### src/rtl/sipo_deser.sv
// Multi-lane serial-to-parallel deserializer with selectable bit order.
// Completed words go to a holding register with a valid/ready handshake and sticky overflow detection.
module sipo_deser #(
  parameter  int COLS  = 16,
  parameter  int LANES = 1,
  localparam int BEATS = COLS / LANES,
  localparam int CW    = (BEATS > 1) ? $clog2(BEATS) : 1
) (
  input  logic             clk,
  input  logic             arst_n,
  input  logic             clr,
  input  logic             msb_first,
  input  logic             sin_valid,
  input  logic [LANES-1:0] sin,
  output logic             word_valid,
  input  logic             word_ready,
  output logic [COLS-1:0]  word_out,
  output logic [CW-1:0]    beat_cnt,
  output logic             overflow
);

  localparam logic [CW-1:0] LAST_BEAT = CW'(BEATS - 1);

  generate
    if ((LANES < 1) || (LANES > COLS) || ((COLS % LANES) != 0)) begin : g_bad_params
      $error("sipo_deser: COLS must be a non-zero multiple of LANES");
    end
  endgenerate

  logic [COLS-1:0] sr_reg;
  logic [COLS-1:0] sr_next;
  logic [COLS-1:0] word_reg;
  logic [CW-1:0]   beat_cnt_reg;
  logic            word_valid_reg;
  logic            overflow_reg;
  logic            mode_reg;

  logic [COLS-1:0] shift_msb;
  logic [COLS-1:0] shift_lsb;
  logic            mode_eff;
  logic            last_beat;
  logic            complete;
  logic            hold_free;

  generate
    if (BEATS == 1) begin : g_single_beat
      assign shift_msb = sin;
      assign shift_lsb = sin;
    end else begin : g_multi_beat
      assign shift_msb = {sr_reg[COLS-LANES-1:0], sin};
      assign shift_lsb = {sin, sr_reg[COLS-1:LANES]};
    end
  endgenerate

  // The first beat of a word already obeys the msb_first value it latches.
  assign mode_eff  = (beat_cnt_reg == '0) ? msb_first : mode_reg;
  assign sr_next   = mode_eff ? shift_msb : shift_lsb;
  assign last_beat = (beat_cnt_reg == LAST_BEAT);
  assign complete  = sin_valid && last_beat;
  assign hold_free = !word_valid_reg || word_ready;

  always_ff @(posedge clk or negedge arst_n) begin
    if (!arst_n) begin
      sr_reg         <= '0;
      word_reg       <= '0;
      beat_cnt_reg   <= '0;
      word_valid_reg <= 1'b0;
      overflow_reg   <= 1'b0;
      mode_reg       <= 1'b1;
    end else if (clr) begin
      sr_reg         <= '0;
      beat_cnt_reg   <= '0;
      word_valid_reg <= 1'b0;
      overflow_reg   <= 1'b0;
    end else begin
      if (sin_valid) begin
        sr_reg       <= sr_next;
        beat_cnt_reg <= last_beat ? '0 : beat_cnt_reg + 1'b1;
        if (beat_cnt_reg == '0) begin
          mode_reg <= msb_first;
        end
      end
      // A completing word either refills the holding register (possibly on the
      // same edge the old word is accepted) or is dropped and flagged.
      if (complete) begin
        if (hold_free) begin
          word_reg       <= sr_next;
          word_valid_reg <= 1'b1;
        end else begin
          overflow_reg <= 1'b1;
        end
      end else if (word_valid_reg && word_ready) begin
        word_valid_reg <= 1'b0;
      end
    end
  end

  assign word_valid = word_valid_reg;
  assign word_out   = word_reg;
  assign beat_cnt   = beat_cnt_reg;
  assign overflow   = overflow_reg;

endmodule
### config.mk
export PLATFORM = sky130hd
export DESIGN_NAME = sipo_deser
export DESIGN_NICKNAME = d
export VERILOG_FILES = /design/src/rtl/sipo_deser.sv
export SDC_FILE = /design/constraint.sdc
export NUM_CORES = 1
export LEC_CHECK = 0
export ABC_AREA = 1
export BUFFER_PORTS_ARGS = -buffer_cell sky130_fd_sc_hd__buf_2
export CORE_UTILIZATION = 55
export CTS_CLUSTER_DIAMETER = 80
export DETAILED_ROUTE_END_ITERATION = 8
export PLACE_DENSITY = 0.85
export SETUP_SLACK_MARGIN = 0.5
export SYNTH_ARGS = -nofsm -noshare
export SYNTH_HDL_FRONTEND = slang
export SYNTH_SLANG_ARGS = --single-unit
export TNS_END_PERCENT = 50
### constraint.sdc
create_clock -name clk -period 2.9 [get_ports clk]
set_input_delay 0 -clock clk [delete_from_list [all_inputs] [get_ports clk]]
set_output_delay 0 -clock clk [all_outputs]
set_load 0.02 [all_outputs]
* Word level (Yosys, flattened, before mapping)
Index checks and enable logic that the tools add are counted.
** Operators by class
- $add $sub $neg :: 1
- Bitwise gates (word level) :: 1
- Equal/unequal tests :: 3
- Reductions and logical operators :: 12
- Muxes and demuxes :: 14
** Operators with widths (number)
- two-way mux 16 bit :: 3
- two-way mux 4 bit :: 3
- two-way mux 1 bit :: 8
- AND reduction 2 bit :: 3
- adder 4 x 1 -> 4 bit (second input constant) :: 1
- equality test 4 bit (second input constant) :: 1
- logical NOT 4 bit :: 1
- nonzero test 2 bit :: 2
- inequality test 3 x 2 -> 1 bit (second input constant) :: 1
- AND reduction 3 bit :: 1
- nonzero test 3 bit :: 1
- logical AND 1 bit :: 2
- inequality test 2 bit (second input constant) :: 1
- logical NOT 1 bit :: 1
- logical OR 1 bit :: 1
- NOT 1 bit :: 1
** Storage, ports and cells
- Logic and storage cells :: 37
- Bits in registers :: 39

* Depth between registers and ports, before layout
- Depth in word-level cells :: 5
- Depth in mapped cells :: 9
- Gate-level depth less buffers :: 8

* Least setup slack after synthesis
No wires, ideal clock.
- Path type :: register to register
- From :: register beat_cnt_reg[0], in the netlist beat_cnt[0]
- To :: register sr_reg[10]
- Arrival time :: 1380 ps
- Clock period less this slack :: 1498 ps
- Path buffers :: 1
- Library setup time :: 117 ps
- Data required time :: 2783 ps
- Path slack :: 1402 ps
- Stages on the path, launching flop included :: 8
- Path through :: dfrtp_1 inv_1 ha_1 nand3_1 buf_4 nand3_1 nand3_1 nand2_1
** On the way
- Word-level cells in the longest chain between the ends :: 5
** Ends and longest elaborated chain
- from (decl) :: RTL line 33 : logic [CW-1:0] beat_cnt_reg;
- from (signal assigned) :: RTL line 78 : beat_cnt_reg <= last_beat ? '0 : beat_cnt_reg + 1'b1;
- logical NOT 4 bit :: RTL line 56 : assign mode_eff = (beat_cnt_reg == '0) ? msb_first : mode_reg;
- two-way mux 1 bit
- two-way mux 16 bit :: RTL line 57 : assign sr_next = mode_eff ? shift_msb : shift_lsb;
- two-way mux 16 bit :: RTL line 76 : if (sin_valid) begin
- two-way mux 16 bit :: RTL line 70 : end else if (clr) begin
- to (signal assigned) :: RTL line 77 : sr_reg <= sr_next;
- to (decl) :: RTL line 30 : logic [COLS-1:0] sr_reg;
Every way passes these cells. The select of a mux whose other input is x is not followed.
A chain may end at the register's enable or synchronous reset.

* Worst setup path in the final report
- From :: register beat_cnt_reg[0], in the netlist beat_cnt[0]
- To :: register word_reg[12], in the netlist word_out[12]
** On the way
- Word-level cells in the longest chain between the ends :: 3
** Ends and longest elaborated chain
- equality test 4 bit / logical NOT 4 bit (equally long branches) :: RTL line 58, 56
- logical AND 1 bit / two-way mux 1 bit (equally long branches)
- AND reduction 3 bit (no line) / two-way mux 16 bit (equally long branches)
- to (signal assigned) :: RTL line 87 : word_reg <= sr_next;
- to (decl) :: RTL line 32 : logic [COLS-1:0] word_reg;
Several ways; a longest one is shown, not always the timed one.

==> flow_metrics.env <==
export IMPL_syn_avg_cell_area_um2=8.04
export IMPL_asyncSetResetFlopFracSynth=1.00
export IMPL_ys_seq_area_frac=0.513
export IMPL_power_frac_comb=0.196
export IMPL_cts_tree="done"
export IMPL_die_w_um=60.9
export IMPL_dieArea_um2=3700
export IMPL_clock_tree_buffer_depth=2
export IMPL_gp_congestion=0.826
export IMPL_initial_core_util=0.571
export IMPL_cell_internal_pwr_uw=835
export IMPL_worstReg2RegEnd="word_out[12]"
export IMPL_finalMaxSlewViolations=0
export IMPL_worst_pin_slew_ns=0.837
export IMPL_finalHoldViolations=0
export IMPL_critical_path_peak_fanout=16
export IMPL_top_level_ports=29
export IMPL_ctsHtreeMaxLevel=2
export IMPL_setup_viol_count_final=0
export IMPL_post_synth_design_cell_area_um2=1910
export IMPL_synth_lib_cells_used_distinct=21
export IMPL_critPathLaunch="beat_cnt[0]"
export IMPL_setup_repair_after_global_routing_missed_its_margin="no"
export IMPL_post_route_cells_drive_above_1_share=0.187
export IMPL_viasPerCell=5.33
export IMPL_growth_of_design_area_from_synthesis_to_finish_pct=13.5
export IMPL_syn_nets=246
export IMPL_crit_type="flip-flop to flip-flop"
export IMPL_power_sequential_fraction=0.497
export IMPL_crit_required_ns=3.20
export IMPL_grtUsageTotal=0.247
export IMPL_ff_latch_count_synth=39
export IMPL_max_vdd_ir_drop_mv=0.315
export IMPL_number_of_design_rule_violations_left_after_detail_routing=0
export IMPL_arrival_time_of_the_worst_setup_path_ns=2.14
export IMPL_worstSetupStartpointType="flip-flop"
export IMPL_antenna_left=0
export IMPL_place_inst=303
export IMPL_first_pass_grt_wire_length_um=6600
export IMPL_outcome="complete, no violations"
export IMPL_hold_path_class="primary input to flip-flop"
export IMPL_finish_cell_count_without_fillers=314
export IMPL_synth_largest_type_area_fraction=0.499
export IMPL_pwr_share_clk=0.307
export IMPL_clk_latency_ns=0.36
export IMPL_timing_hold_worst_path_depth=5
export IMPL_std_cell_rows=21
export IMPL_timing_fmax_ghz=0.545
export IMPL_grt_start_max_net_pins=40
export IMPL_yosys_warnings=0
export IMPL_synth_commonest_cells="nand2_1, nand3_1, dfrtp_1"
export IMPL_synth_cells=237
export IMPL_clock_sinks=39
export IMPL_antenna_found_initial=0
export IMPL_timing_reg2reg_setup_slack_ns=1.07
export IMPL_clock_input_transition_at_the_sequential_cells_of_the_worst_setup_and_hold_paths_ns=0.12
export IMPL_synthTopCellsByArea="dfrtp_1, nand3_1, nand2_1"
export IMPL_most_common_cell_in_the_netlist="nand2_1"
export IMPL_timing_max_slew_rel_slack=0.442
export IMPL_grt_pass1_vias=1512
export IMPL_netSwitchingPower_uw=375
export IMPL_worstRegToRegCells=6
export IMPL_setup_skew_ns=0.0121
export IMPL_diodes=0
export IMPL_cts_setup_buffers=0
export IMPL_hold_buffers=3
export IMPL_floorplan_die_height_um=60.9
export IMPL_fin_setup_tns_ns=0
export IMPL_final_nets=276
export IMPL_worstHoldStart="sin"
export IMPL_crit_path_end_kind="flip-flop"
export IMPL_finalWorstPathRequiredPeriod_ns=1.83
export IMPL_synth_flop_cell="dfrtp_1"
export IMPL_drt_pass1_iterations=4
export IMPL_num_vias=1673
export IMPL_reg2reg_from="beat_cnt[0]"
export IMPL_dp_hpwl_um=2650
export IMPL_global_route_overflow_total=0
export IMPL_maximum_capacitance_violations=0
export IMPL_wl_per_cell_um=13.1
export IMPL_place_port_buffers=28
export IMPL_p_leak_nw=1.23
export IMPL_power_switching_fraction=0.310
export IMPL_period_share=0.632
export IMPL_number_of_enable_type_register_cells_in_the_synthesized_netlist=0
export IMPL_clock_tree_root_driver_cell="clkbuf_4"
export IMPL_drt_total_wl_um=4120
export IMPL_core_um2=3340
export IMPL_cts_buffers=5
export IMPL_power_per_cell_area_nw_per_um2=559
export IMPL_post_cts_resized=0
export IMPL_min_delay_worst_endpoint="sr_reg[15]"
export IMPL_synth_top_area_cell="dfrtp_1"
export IMPL_first_iter_violations=164
placed cells by master, fill, tap and decap left out, drive strengths merged:
cell type / instances
buf: 29
bufinv: 1
clkbuf: 5
clkinv: 4
dfrtp: 38
dfstp: 1
dlygate4sd3: 3
ha: 2
inv: 26
nand2: 77
nand3: 68
nand4: 1
nor2: 6
nor3: 1
o21ai: 5
o221ai: 1
area by class of cell:
| type | count | area, um^2 |
|---|---|---|
| fill | 283 | 1170 |
| sequential | 39 | 977 |
| inverter | 28 | 105 |
| tap | 46 | 57.6 |
| clock buffer | 5 | 37.5 |
| clock inverter | 3 | 43.8 |
| timing repair buffer | 32 | 178 |
| multi-input combinational | 161 | 764 |
critical path: stages (launching register included):
cell and delay (ns):
dfrtp_1 0.42, inv_1 0.09, ha_1 0.20, nand3_1 0.53
nand3_1 0.31, nand3_1 0.12, nand2_1 0.11
cell families after synthesis:
| group | synth area share |
|---|---|
| fa+ha+maj | 0.0131 |
| simple gates | 0.370 |
| flops | 0.513 |
| compound gates | 0.0177 |
| buf+inv | 0.0860 |
per-layer routing:
| layer | GRT usage | up-vias | share of wire |
|---|---|---|---|
| li1 | - | 820 | - |
| met1 | 0.318 | 781 | 0.42 |
| met2 | 0.391 | 60 | 0.51 |
| met3 | 0.0725 | 12 | 0.052 |
| met4 | 0.104 | 0 | 0.024 |
| met5 | 0 | - | 0 |
worst max-delay path by stage:
| stage | end | cells after the start |
|---|---|---|
| after global placement | word_out[10] | 6 |
| after floorplan | sr_reg[10] | 7 |
| final | word_out[12] | 6 |
| after CTS | sr_reg[9] | 6 |
| after detailed placement | word_out[2] | 6 |
| after global routing | sr_reg[8] | 6 |
metrics by stage:
step	hold WS, ns	setup slack (ns)	cell area, um^2	utilization	power (mW)
finish	0.0291	1.07	2160	0.648	1.21
global route	0.0463	0.919	2160	0.648	1.28
CTS	0.0276	1.13	2160	0.648	1.21
detailed placement	0.149	1.14	2050	0.615	0.839
global placement	0.143	1.21	2050	0.615	0.831
floorplan	-0.296	1.40	1910	-	0.783
power by group through the flow:
| stage | logic [mW] | clock network [mW] | registers [mW] |
|---|---|---|---|
| finish | 0.237 | 0.371 | 0.601 |
| detailed placement | 0.228 | 0 | 0.611 |
| CTS | 0.233 | 0.375 | 0.601 |
| floorplan | 0.157 | 0 | 0.626 |
| global placement | 0.221 | 0 | 0.610 |
| global route | 0.265 | 0.404 | 0.606 |
No activity file was read; power rests on OpenSTA's default activity.
